File: src/rtl/icache_refill_ctrl_if.sv
// Signal bundle between the fetch-stage cache, the instruction memory port
// and the refill sequencer. master = sequencer side, slave = environment side.
interface icache_refill_ctrl_if #(
    parameter int ADDR_W = 32,
    parameter int DATA_W = 32,
    parameter int CNT_W  = 16
);
    // fetch stage
    logic              fetch_valid;
    logic [ADDR_W-1:0] fetch_addr;
    logic              cache_hit;
    logic              stall;
    // instruction memory port
    logic              mem_req;
    logic [ADDR_W-1:0] mem_addr;
    logic              mem_rvalid;
    logic [DATA_W-1:0] mem_rdata;
    // cache fill port
    logic              fill_we;
    logic [ADDR_W-1:0] fill_addr;
    logic [DATA_W-1:0] fill_data;
    logic              fill_done;
    logic [CNT_W-1:0]  miss_count;

    modport master (
        input  fetch_valid, fetch_addr, cache_hit, mem_rvalid, mem_rdata,
        output stall, mem_req, mem_addr, fill_we, fill_addr, fill_data,
               fill_done, miss_count
    );

    modport slave (
        output fetch_valid, fetch_addr, cache_hit, mem_rvalid, mem_rdata,
        input  stall, mem_req, mem_addr, fill_we, fill_addr, fill_data,
               fill_done, miss_count
    );
endinterface

File: src/rtl/icache_refill_ctrl.sv
// Instruction-cache miss sequencer: stalls fetch, refills one line word by word
// (critical word first, one outstanding read), then validates the line.
module icache_refill_ctrl #(
    parameter int ADDR_W     = 32,
    parameter int DATA_W     = 32,
    parameter int LINE_WORDS = 4,
    parameter int CNT_W      = 16
) (
    input  logic                 clk,
    input  logic                 rstn,
    icache_refill_ctrl_if.master bus
);
    localparam int IDX_W = $clog2(LINE_WORDS);
    localparam int OFF_W = IDX_W + 2;
    localparam logic [ADDR_W-1:0] LINE_MASK = ADDR_W'((1 << OFF_W) - 1);

    typedef enum logic [1:0] {
        ST_IDLE = 2'd0,
        ST_REQ  = 2'd1,
        ST_WAIT = 2'd2,
        ST_DONE = 2'd3
    } state_t;

    state_t              r_state;
    state_t              w_state_next;
    logic [ADDR_W-1:0]   r_line_base;
    logic [IDX_W-1:0]    r_start_idx;
    logic [IDX_W-1:0]    r_word_cnt;
    logic [CNT_W-1:0]    r_miss_count;

    logic                w_miss;
    logic                w_last_word;
    logic [IDX_W-1:0]    w_word_idx;
    logic [ADDR_W-1:0]   w_word_addr;

    logic                w_stall;
    logic                w_mem_req;
    logic [ADDR_W-1:0]   w_mem_addr;
    logic                w_fill_we;
    logic [ADDR_W-1:0]   w_fill_addr;
    logic [DATA_W-1:0]   w_fill_data;
    logic                w_fill_done;

    assign w_miss      = bus.fetch_valid & ~bus.cache_hit;
    // IDX_W-bit sum wraps inside the line, so the offset never carries into line_base
    assign w_word_idx  = r_start_idx + r_word_cnt;
    assign w_word_addr = r_line_base + (ADDR_W'(w_word_idx) << 2);
    assign w_last_word = (r_word_cnt == IDX_W'(LINE_WORDS - 1));

    always_ff @(posedge clk) begin
        if (rstn) begin
            r_state      <= ST_IDLE;
            r_line_base  <= '0;
            r_start_idx  <= '0;
            r_word_cnt   <= '0;
            r_miss_count <= '0;
        end else begin
            r_state <= w_state_next;
            case (r_state)
                ST_IDLE: begin
                    if (w_miss) begin
                        r_line_base <= bus.fetch_addr & ~LINE_MASK;
                        r_start_idx <= bus.fetch_addr[OFF_W-1:2];
                        r_word_cnt  <= '0;
                        if (r_miss_count != '1) begin
                            r_miss_count <= r_miss_count + 1'b1;
                        end
                    end
                end
                ST_WAIT: begin
                    if (bus.mem_rvalid && !w_last_word) begin
                        r_word_cnt <= r_word_cnt + 1'b1;
                    end
                end
                default: begin
                end
            endcase
        end
    end

    always_comb begin
        w_state_next = r_state;
        w_stall      = 1'b0;
        w_mem_req    = 1'b0;
        w_mem_addr   = '0;
        w_fill_we    = 1'b0;
        w_fill_addr  = '0;
        w_fill_data  = '0;
        w_fill_done  = 1'b0;
        case (r_state)
            ST_IDLE: begin
                w_stall = w_miss;
                if (w_miss) begin
                    w_state_next = ST_REQ;
                end
            end
            ST_REQ: begin
                w_stall      = 1'b1;
                w_mem_req    = 1'b1;
                w_mem_addr   = w_word_addr;
                w_state_next = ST_WAIT;
            end
            ST_WAIT: begin
                w_stall = 1'b1;
                if (bus.mem_rvalid) begin
                    w_fill_we    = 1'b1;
                    w_fill_addr  = w_word_addr;
                    w_fill_data  = bus.mem_rdata;
                    w_state_next = w_last_word ? ST_DONE : ST_REQ;
                end
            end
            ST_DONE: begin
                w_stall      = 1'b1;
                w_fill_done  = 1'b1;
                w_fill_addr  = r_line_base;
                w_state_next = ST_IDLE;
            end
            default: begin
                w_state_next = ST_IDLE;
            end
        endcase
    end

    assign bus.stall      = w_stall;
    assign bus.mem_req    = w_mem_req;
    assign bus.mem_addr   = w_mem_addr;
    assign bus.fill_we    = w_fill_we;
    assign bus.fill_addr  = w_fill_addr;
    assign bus.fill_data  = w_fill_data;
    assign bus.fill_done  = w_fill_done;
    assign bus.miss_count = r_miss_count;
endmodule

File: src/flat_wrapper.sv
// flat-port wrapper written by rule: the top's interface ports become plain ports
module icache_refill_ctrl_flat 
#(
    parameter int ADDR_W     = 32,
    parameter int DATA_W     = 32,
    parameter int LINE_WORDS = 4,
    parameter int CNT_W      = 16
)
  (clk, rstn, bus_fetch_valid, bus_fetch_addr, bus_cache_hit, bus_mem_rvalid, bus_mem_rdata, bus_stall, bus_mem_req, bus_mem_addr, bus_fill_we, bus_fill_addr, bus_fill_data, bus_fill_done, bus_miss_count);
  icache_refill_ctrl_if #(.ADDR_W(ADDR_W), .DATA_W(DATA_W), .CNT_W(CNT_W)) bus_i ();
  input  logic clk;
  input  logic rstn;
  input wire logic [$bits(bus_i.fetch_valid)-1:0] bus_fetch_valid;
  input wire logic [$bits(bus_i.fetch_addr)-1:0] bus_fetch_addr;
  input wire logic [$bits(bus_i.cache_hit)-1:0] bus_cache_hit;
  input wire logic [$bits(bus_i.mem_rvalid)-1:0] bus_mem_rvalid;
  input wire logic [$bits(bus_i.mem_rdata)-1:0] bus_mem_rdata;
  output wire logic [$bits(bus_i.stall)-1:0] bus_stall;
  output wire logic [$bits(bus_i.mem_req)-1:0] bus_mem_req;
  output wire logic [$bits(bus_i.mem_addr)-1:0] bus_mem_addr;
  output wire logic [$bits(bus_i.fill_we)-1:0] bus_fill_we;
  output wire logic [$bits(bus_i.fill_addr)-1:0] bus_fill_addr;
  output wire logic [$bits(bus_i.fill_data)-1:0] bus_fill_data;
  output wire logic [$bits(bus_i.fill_done)-1:0] bus_fill_done;
  output wire logic [$bits(bus_i.miss_count)-1:0] bus_miss_count;
  assign bus_i.fetch_valid = bus_fetch_valid;
  assign bus_i.fetch_addr = bus_fetch_addr;
  assign bus_i.cache_hit = bus_cache_hit;
  assign bus_i.mem_rvalid = bus_mem_rvalid;
  assign bus_i.mem_rdata = bus_mem_rdata;
  assign bus_stall = bus_i.stall;
  assign bus_mem_req = bus_i.mem_req;
  assign bus_mem_addr = bus_i.mem_addr;
  assign bus_fill_we = bus_i.fill_we;
  assign bus_fill_addr = bus_i.fill_addr;
  assign bus_fill_data = bus_i.fill_data;
  assign bus_fill_done = bus_i.fill_done;
  assign bus_miss_count = bus_i.miss_count;
  icache_refill_ctrl #(.ADDR_W(ADDR_W), .DATA_W(DATA_W), .LINE_WORDS(LINE_WORDS), .CNT_W(CNT_W)) u_core (.clk(clk), .rstn(rstn), .bus(bus_i));
endmodule
File: config.mk
export PLATFORM = sky130hd
export DESIGN_NAME = icache_refill_ctrl_flat
export DESIGN_NICKNAME = d
export VERILOG_FILES = /design/src/rtl/icache_refill_ctrl_if.sv /design/src/rtl/icache_refill_ctrl.sv /design/src/flat_wrapper.sv
export SDC_FILE = /design/constraint.sdc
export NUM_CORES = 1
export LEC_CHECK = 0
export BUFFER_PORTS_ARGS = -buffer_cell sky130_fd_sc_hd__clkbuf_2
export CAP_MARGIN = 20
export CELL_PAD_IN_SITES_DETAIL_PLACEMENT = 1
export CELL_PAD_IN_SITES_GLOBAL_PLACEMENT = 1
export CORE_MARGIN = 5
export CORE_UTILIZATION = 30
export CTS_CLUSTER_DIAMETER = 50
export CTS_CLUSTER_SIZE = 8
export DETAILED_ROUTE_END_ITERATION = 16
export GPL_TIMING_DRIVEN = 0
export PLACE_DENSITY_LB_ADDON = 0.25
export SYNTH_ARGS = -nofsm -noshare
export SYNTH_HDL_FRONTEND = slang
export SYNTH_SLANG_ARGS = --single-unit
File: constraint.sdc
create_clock -name clk -period 6.8 [get_ports clk]
set_input_delay 1.02 -clock clk [delete_from_list [all_inputs] [get_ports clk]]
set_output_delay 1.02 -clock clk [all_outputs]
set_load 0.05 [all_outputs]
==> impl_metrics.env, run 1 <==
export IMPL_status="finished, final reports clean"
export IMPL_cp_required_ns=5.78
export IMPL_first_global_vias=3267
export IMPL_synth_edf_count=0
export IMPL_synth_top_family_by_area="simple AND/OR/NAND/NOR gates"
export IMPL_grt_pass1_wl_um=16420
export IMPL_synthAdderAreaFrac_pct=1.369
export IMPL_clock_sinks=50
export IMPL_setup_violations=0
export IMPL_fin_total_pwr_mw=0.5956
export IMPL_period_minus_slack_ns=3.465
export IMPL_dieArea_mm2=0.01115
export IMPL_rsz0062_at_grt="no"
export IMPL_ys_warn_count=0
export IMPL_routabilityCongestion=0.8121
export IMPL_path_max_fanout=10
export IMPL_wl_met1_um=4148
export IMPL_start_util_pct=31.15
export IMPL_drtIter0Drc=99
export IMPL_yosys_area_share_simple_pct=41.15
export IMPL_arrival_ns=2.45
export IMPL_slew_viol_final=0
export IMPL_synth_seq_cells=50
export IMPL_grt_usage_pct=17.91
export IMPL_wl_met3_um=897
export IMPL_cts_resized_gates=0
export IMPL_grt_max_degree=16
export IMPL_yosys_mux_area_fraction_pct=0.8212
export IMPL_fin_skew_ns=0.006815
export IMPL_clk_pin_slew_ns=0.09
export IMPL_synth_xor_area_share_pct=0.6387
export IMPL_synth_compound_area_share_pct=14.14
export IMPL_cts_buffer_depth=2
export IMPL_worstSetupStartpointType="primary input"
export IMPL_diodes=0
export IMPL_r2r_start="u_core.bus.miss_count[0]$_SDFFE_PP0P_"
export IMPL_vias_per_cell=4.827
export IMPL_hold_buffers=0
export IMPL_synth_cell_types=37
export IMPL_cts_setup_buffers=0
export IMPL_hp_class="reg -> reg"
export IMPL_hold_depth=2
export IMPL_wl_um=10230
export IMPL_synthToLayoutAreaGrowth_pct=41.10
export IMPL_drive_gt1_share_pct=35.50
export IMPL_die_y_um=105.6
export IMPL_leakagePower_nw=1.834
export IMPL_syn_mean_instance_area_um2=7.473
export IMPL_ant_nets=0
export IMPL_hold_violations=0
export IMPL_wl_met2_um=5093
export IMPL_instances_no_fill=663
export IMPL_numCtsBuffers=5
export IMPL_tns_ns=0
export IMPL_wl_per_cell_um=15.42
export IMPL_die_x_um=105.6
export IMPL_worstMarginPinSlew_ns=0.8803
export IMPL_r2r_cells=6
export IMPL_slew_headroom_pct=40.77
export IMPL_syn_inst=367
export IMPL_post_place_cells=655
export IMPL_power_density_mw_per_mm2=153.9
export IMPL_reg2reg_to="u_core.bus.miss_count[1]$_SDFFE_PP0P_"
export IMPL_core_mm2=0.008806
export IMPL_rows=34
export IMPL_maxCapViolations=0
export IMPL_hp_start="u_core.r_line_base[21]$_SDFFE_PP0P_"
export IMPL_final_nets=626
export IMPL_insertion_delay_ns=0.31
export IMPL_gr_total_overflow=0
export IMPL_antenna_found_initial=0
export IMPL_peakVddDrop_mv=0.06620
export IMPL_rrSetupSlack_ns=4.36
export IMPL_cts_tree="built"
export IMPL_io_buffers=177
export IMPL_dp_hpwl_um=8395
export IMPL_cts_root_buf="clkbuf_8"
export IMPL_end_kind="output port"
export IMPL_ios=185
export IMPL_max_freq_mhz=288.6
export IMPL_async_flop_share_pct=0
export IMPL_crit_type="in -> out"
export IMPL_synth_area_mm2=0.002743
export IMPL_period_share_pct=50.96
export IMPL_first_pass_iters=4
export IMPL_ys_flop_type="dfxtp_1"
export IMPL_h_tree_depth=2
export IMPL_top_layer="met4"
export IMPL_holdPathEnd="u_core.r_line_base[21]$_SDFFE_PP0P_"
export IMPL_yosysSeqAreaShare_pct=36.50
export IMPL_drc_errors=0
export IMPL_num_vias=3200
per-layer routing:
metal	global-route usage, %	vias up
li1	-	1583
met1	20.43	1482
met2	32.97	129
met3	5.318	6
met4	3.885	0
met5	0	-
stage by stage:
stage	worst slack [ns]	hold WS, ns	instance area [um^2]	utilization (%)
4_1_cts	3.288	0.4744	3870	43.95
2_1_floorplan	3.287	0.4400	2754	-
6_report	3.335	0.4711	3870	43.95
3_5_place_dp	3.287	0.4601	3775	42.87
3_3_place_gp	3.350	0.4488	3775	42.87
5_1_grt	3.205	0.4983	3870	43.95
registers in the layout (all words and copies together) (netlist names):
signal and flops:
u_core.r_state 2, u_core.r_start_idx 2, u_core.bus.miss_count 16, u_core.r_line_base 28, u_core.r_word_cnt 2
critical path: stages:
cell	delay [ns]
clkbuf_2	0.12
and3b_1	0.15
clkbuf_1	0.33
clkbuf_1	0.31
and2_1	0.21
clkbuf_2	0.29
cells by family (layout without fill, tap and decap cells):
family	after synthesis	in the layout
compound gates	67	67
xor+xnor	2	2
fa+ha+maj	3	3
buf+inv	34	219
flops	50	50
mux	2	2
other cells	1	4
simple gates	208	208
area by class of cell:
type | count | area, um^2
repair buffers | 177 | 885.9
flip-flops and latches | 50 | 1001
inverters | 4 | 15.01
fillers | 1175 | 4936
clock buffers | 6 | 82.58
clock inverters | 2 | 12.51
plain buffers | 30 | 128.9
well taps | 108 | 135.1
multi-input cells | 286 | 1609
power breakdown:
| part | total, mW | internal (mW) | switching (mW) |
|---|---|---|---|
| combinational | 0.102 | 0.0339 | 0.0677 |
| sequential | 0.311 | 0.303 | 0.00827 |
| clock | 0.183 | 0.0820 | 0.101 |
| total | 0.596 | 0.419 | 0.177 |
Yosys cell counts (all sizes together), types with 2 or more instances:
master / count / area, um^2
nor3: 2 / 10.01
o31ai: 8 / 60.06
and2: 91 / 569.3
clkbuf: 25 / 93.84
a21oi: 44 / 220.2
nand3: 4 / 20.02
o21ba: 2 / 20.02
o21ai: 6 / 30.03
inv: 4 / 15.01
dfxtp: 50 / 1001
or2: 2 / 12.52
buf: 5 / 35.03
or3: 5 / 31.28
nor2b: 6 / 37.54
or4: 9 / 67.56
nand4: 5 / 31.28
mux2: 2 / 22.52
ha: 3 / 37.54
nor4: 3 / 18.77
o21a: 2 / 15.01
nor2: 10 / 37.54
nand2: 66 / 247.7
how the worst max path moves through the flow:
stage / from / slack [ns] / end
2_1_floorplan: bus_mem_rvalid / 3.29 / bus_fill_addr[2]
3_3_place_gp: bus_mem_rvalid / 3.35 / bus_fill_data[7]
3_5_place_dp: bus_mem_rvalid / 3.29 / bus_fill_data[10]
4_1_cts: bus_mem_rvalid / 3.29 / bus_fill_data[10]
5_1_grt: bus_mem_rvalid / 3.20 / bus_fill_data[10]
6_report: bus_mem_rvalid / 3.33 / bus_fill_data[12]
cells in the final DEF, fill, tap and decap left out, types with 2 or more instances in the layout:
master and instances:
inv_1 4, clkbuf_2 177, clkbuf_8 6, or4_1 9
o21ba_2 2, clkbuf_1 25, nand3_1 4, nor3_1 2
dfxtp_1 50, mux2_2 2, nand2_1 66, buf_4 4
a21oi_1 44, nor2b_1 6, o21a_1 2, o21ai_0 6
nor2_1 10, conb_1 4, ha_1 3, nor4_1 3
or3_1 5, o31ai_1 8, and2_1 91, nand4_1 5
(Power assumes the default switching activity.)
==> run 2, diff against run 1 <==
Settings changed: CORE_UTILIZATION 30 to 28.
Clock period 6.8 ns to 3.2 ns, I/O delays scaled along.
==> run 2 against run 1 <==
Net effect: via count down 0.28%; clock skew up 0.0043 ns; final cell count up 3.8%; routed wire length up 2.4%; register-to-register slack worse by 3.7 ns; sequential power up 110%; flip-flop and latch count unchanged; sequential share of layout area down 0.21 points; largest power group unchanged; worst setup slack worse by 2.7 ns; critical path depth down 2; die area up 6.5%; critical path type is now reg -> out.
==> impl_metrics.env, run 2 (synthesized netlist as in run 1, its figures left out) <==
export IMPL_die_x_um=109.0
export IMPL_layout_commonest_cell="clkbuf_2"
export IMPL_grt_usage_pct=16.94
export IMPL_antenna_found_initial=0
export IMPL_power_density_mw_per_mm2=326.7
export IMPL_cts_root_buf="clkbuf_8"
export IMPL_seqPwrFrac_pct=51.7
export IMPL_insertion_delay_ns=0.30
export IMPL_period_minus_slack_ns=2.589
export IMPL_wl_per_cell_um=15.22
export IMPL_p_int_mw=0.8899
export IMPL_cts_buffer_depth=2
export IMPL_maxCapViolations=0
export IMPL_instances_no_fill=688
export IMPL_diodes=0
export IMPL_path_max_fanout=10
export IMPL_slew_viol_final=0
export IMPL_fin_skew_ns=0.01111
export IMPL_worstMarginPinSlew_ns=0.9254
export IMPL_rsz0062_at_grt="no"
export IMPL_first_global_vias=3216
export IMPL_placed_cell_area_mm2=0.003806
export IMPL_clk_pin_slew_ns=0.10
export IMPL_slew_headroom_pct=37.73
export IMPL_crit_type="reg -> out"
export IMPL_end_kind="output port"
export IMPL_leakagePower_nw=1.834
export IMPL_p_sw_mw=0.3846
export IMPL_start_util_pct=28.32
export IMPL_cp_required_ns=2.72
export IMPL_peakVddDrop_mv=0.1604
export IMPL_post_place_cells=680
export IMPL_largest_reg_flops=28
export IMPL_cts_resized_gates=0
export IMPL_first_pass_iters=4
export IMPL_largest_register="u_core.r_line_base"
export IMPL_num_vias=3191
export IMPL_grt_max_degree=16
export IMPL_final_nets=626
export IMPL_routabilityCongestion=0.7926
export IMPL_synthToLayoutAreaGrowth_pct=42.24
export IMPL_rows=36
export IMPL_design_area_mm2=0.003901
export IMPL_setup_violations=0
export IMPL_dieArea_mm2=0.01187
export IMPL_ios=185
export IMPL_worstSetupStartpointType="flop"
export IMPL_hold_buffers=0
export IMPL_core_mm2=0.009684
export IMPL_drc_errors=0
export IMPL_cts_tree="built"
export IMPL_cts_setup_buffers=0
export IMPL_ant_nets=0
export IMPL_grt_pass1_wl_um=15880
export IMPL_h_tree_depth=2
export IMPL_numCtsBuffers=5
export IMPL_drive_gt1_share_pct=35.50
export IMPL_vias_per_cell=4.638
export IMPL_tns_ns=0
export IMPL_fill_cells=1285
export IMPL_clkPwrFrac_pct=31.1
export IMPL_arrival_ns=2.11
export IMPL_max_freq_mhz=386.3
export IMPL_io_buffers=177
export IMPL_period_share_pct=80.90
export IMPL_gr_total_overflow=0
export IMPL_mostFrequentLayoutCells="177 x clkbuf_2, 91 x and2_1, 66 x nand2_1"
export IMPL_wl_um=10470
export IMPL_switching_share_pct=30.17
export IMPL_die_y_um=109.0
export IMPL_hp_class="in -> reg"
export IMPL_combPwrFrac_pct=17.2
export IMPL_status="finished, final reports clean"
export IMPL_hold_violations=0
export IMPL_dp_hpwl_um=8499
export IMPL_clock_sinks=50
export IMPL_drtIter0Drc=79
==> run 2: layout make-up <==
cell class	instances	area, um^2	share of cell area, %
multi-input cells	286	1609	41.24
flip-flops and latches	50	1001	25.66
repair buffers	177	885.9	22.71
well taps	133	166.4	4.266
plain buffers	30	128.9	3.303
clock buffers	6	82.58	2.117
inverters	4	15.01	0.3849
clock inverters	2	12.51	0.3207
==> run 2: stage by stage <==
step,util [%],power [mW],hold slack [ns],worst slack [ns]
after floorplan,-,0.8071,0.4400,0.7672
after global placement,39.30,0.8905,0.4479,0.6997
after detailed placement,39.30,0.8966,0.4582,0.6508
after CTS,40.28,1.291,0.3752,0.5803
after global routing,40.28,1.344,0.3770,0.4346
final,40.28,1.275,0.3842,0.6110
==> run 2: path summary, 6_finish.rpt <==
path | startpoint | end | slack (ns) | depth (start not counted)
setup / recovery | u_core.r_state[1]$_SDFFE_PP0P_ | bus_fill_addr[13] | 0.61 | 4
hold / removal | bus_fetch_addr[8] | u_core.r_line_base[8]$_SDFFE_PP0P_ | 0.38 | 3
setup reg to reg | u_core.bus.miss_count[0]$_SDFFE_PP0P_ | u_core.bus.miss_count[1]$_SDFFE_PP0P_ | 0.70 | 6
hold reg to reg | u_core.r_line_base[20]$_SDFFE_PP0P_ | u_core.r_line_base[20]$_SDFFE_PP0P_ | 0.47 | 2
==> run 2: per-layer routing <==
metal / global-route usage, % / share of wire, %
met5: 0 / 0
met2: 32.85 / 51
met1: 17.96 / 38
met4: 3.066 / 0.97
met3: 5.151 / 9.9
==> run 2: power by group through the flow <==
stage	clock network (mW)	logic [mW]	registers, mW
2_1_floorplan	0	0.134	0.673
3_3_place_gp	0	0.218	0.673
3_5_place_dp	0	0.223	0.674
4_1_cts	0.408	0.223	0.660
5_1_grt	0.440	0.241	0.663
6_report	0.396	0.219	0.659
==> run 2: worst max-delay path, stage by stage, from the launching register on <==
cell	delay, ns
dfxtp_1	0.46
o21a_1	0.44
clkbuf_1	0.41
and2_1	0.21
clkbuf_2	0.28
==> run 3, diff against run 2 <==
Clock period 3.2 ns to 2.6 ns, I/O delays scaled along.
==> run 3 against run 2 <==
Net effect: critical path depth rose by 1; clock skew is essentially flat; clock power increased by 23%; largest power group unchanged.
==> impl_metrics.env, run 3 (synthesized netlist as in run 1, its figures left out) <==
export IMPL_mostFrequentLayoutCells="181 x clkbuf_2, 91 x and2_1, 66 x nand2_1"
export IMPL_clk_pin_slew_ns=0.10
export IMPL_r2r_start="u_core.r_state[1]$_SDFFE_PP0P_"
export IMPL_largest_register="u_core.r_line_base"
export IMPL_num_vias=3189
export IMPL_rsz0062_at_grt="no"
export IMPL_grt_usage_pct=16.94
export IMPL_r2r_cells=5
export IMPL_leakagePower_nw=1.847
export IMPL_drc_errors=0
export IMPL_fin_total_pwr_mw=1.569
export IMPL_slew_headroom_pct=51.57
export IMPL_power_density_mw_per_mm2=401.0
export IMPL_tns_ns=0
export IMPL_hold_ws_ns=0.2910
export IMPL_place_ws_ns=0.1408
export IMPL_cts_root_buf="clkbuf_8"
export IMPL_first_pass_iters=4
export IMPL_instances_no_fill=687
export IMPL_final_nets=625
export IMPL_cts_setup_buffers=0
export IMPL_grt_pass1_wl_um=15880
export IMPL_first_global_vias=3216
export IMPL_period_minus_slack_ns=2.410
export IMPL_die_y_um=109.0
export IMPL_ios=185
export IMPL_multi_input_area_mm2=0.001618
export IMPL_start_util_pct=28.32
export IMPL_combPwrFrac_pct=17.2
export IMPL_wl_per_cell_um=15.20
export IMPL_wl_um=10450
export IMPL_routabilityCongestion=0.7926
export IMPL_dieArea_mm2=0.01187
export IMPL_switching_share_pct=30.14
export IMPL_worstMarginPinSlew_ns=0.7209
export IMPL_placed_cell_area_mm2=0.003806
export IMPL_worstSetupStartpointType="flop"
export IMPL_diodes=0
export IMPL_peakVddDrop_mv=0.1970
export IMPL_cts_tree="built"
export IMPL_end_kind="flop"
export IMPL_status="finished, final reports clean"
export IMPL_seqPwrFrac_pct=51.7
export IMPL_clock_sinks=50
export IMPL_numCtsBuffers=5
export IMPL_postLayoutSetupSlackWorst_ns=0.1897
export IMPL_gr_total_overflow=0
export IMPL_layout_commonest_cell="clkbuf_2"
export IMPL_core_mm2=0.009684
export IMPL_slew_viol_final=0
export IMPL_crit_type="reg -> reg"
export IMPL_path_max_fanout=8
export IMPL_ant_nets=0
export IMPL_hold_depth=3
export IMPL_seq_area_mm2=0.001001
export IMPL_h_tree_depth=2
export IMPL_io_buffers=177
export IMPL_dp_hpwl_um=8499
export IMPL_vias_per_cell=4.642
export IMPL_insertion_delay_ns=0.30
export IMPL_clkPwrFrac_pct=31.0
export IMPL_fin_skew_ns=0.01068
export IMPL_synthToLayoutAreaGrowth_pct=42.61
export IMPL_post_place_cells=680
export IMPL_fill_cells=1284
export IMPL_final_core_util_pct=40.39
export IMPL_hp_class="in -> reg"
export IMPL_rows=36
export IMPL_maxCapViolations=0
export IMPL_cp_startpoint="u_core.r_state[1]$_SDFFE_PP0P_"
export IMPL_die_x_um=109.0
export IMPL_hp_start="bus_fetch_addr[8]"
export IMPL_drtIter0Drc=86
export IMPL_arrival_ns=2.65
export IMPL_cts_buffer_depth=2
export IMPL_antenna_found_initial=0
export IMPL_max_freq_mhz=414.9
export IMPL_p_int_mw=1.096
export IMPL_hold_violations=0
export IMPL_p_sw_mw=0.4727
export IMPL_period_share_pct=92.70
export IMPL_design_area_mm2=0.003911
export IMPL_largest_reg_flops=28
export IMPL_grt_max_degree=16
export IMPL_cp_required_ns=2.84
export IMPL_drive_gt1_share_pct=36.64
export IMPL_setup_violations=0
==> run 3: cell count changes in the layout (fill, tap and decap cells not counted) <==
cell,change
clkbuf_1,-5
clkbuf_2,+4
nor2b_1,-1
nor2b_2,+1
nor4_1,-1
nor4_2,+1
==> run 3: area by class of cell <==
cell class | count | share of cell area [%]
clock inverters | 2 | 0.3199
repair buffers | 177 | 22.65
well taps | 133 | 4.255
flip-flops and latches | 50 | 25.59
plain buffers | 29 | 3.327
multi-input cells | 286 | 41.36
clock buffers | 6 | 2.111
inverters | 4 | 0.3839
==> run 3: repair_timing <==
item	4_1_cts	5_1_grt
setup endpoints to repair	0	51
hold buffers	0	0
resized for setup	0	10
==> run 3: worst paths after layout <==
path	slack (ns)	to
worst max register to register	0.19	u_core.bus.miss_count[11]$_SDFFE_PP0P_
worst min register to register	0.47	u_core.r_line_base[20]$_SDFFE_PP0P_
worst max-delay path	0.19	u_core.bus.miss_count[11]$_SDFFE_PP0P_
worst min-delay path	0.29	u_core.r_line_base[8]$_SDFFE_PP0P_
==> run 3: power groups by stage <==
stage	combinational (mW)	sequential [mW]	clock [mW]
5_1_grt	0.297	0.816	0.542
4_1_cts	0.275	0.812	0.503
3_3_place_gp	0.268	0.828	0
2_1_floorplan	0.165	0.828	0
6_report	0.270	0.812	0.487
3_5_place_dp	0.274	0.829	0
==> run 3: layer usage <==
metal  vias up  wire length (um)  GRT usage, %
li1       1575                 -             -
met1      1470              3966         17.96
met2       137              5327         32.85
met3         7              1055         5.151
met4         0                95         3.066
met5         -                 0             0
==> run 3: critical path, stage by stage (launching register included) <==
cell	delay, ns
dfxtp_1	0.40
or4b_4	0.60
or4_1	0.52
buf_2	0.18
or4_1	0.47
a21oi_1	0.17
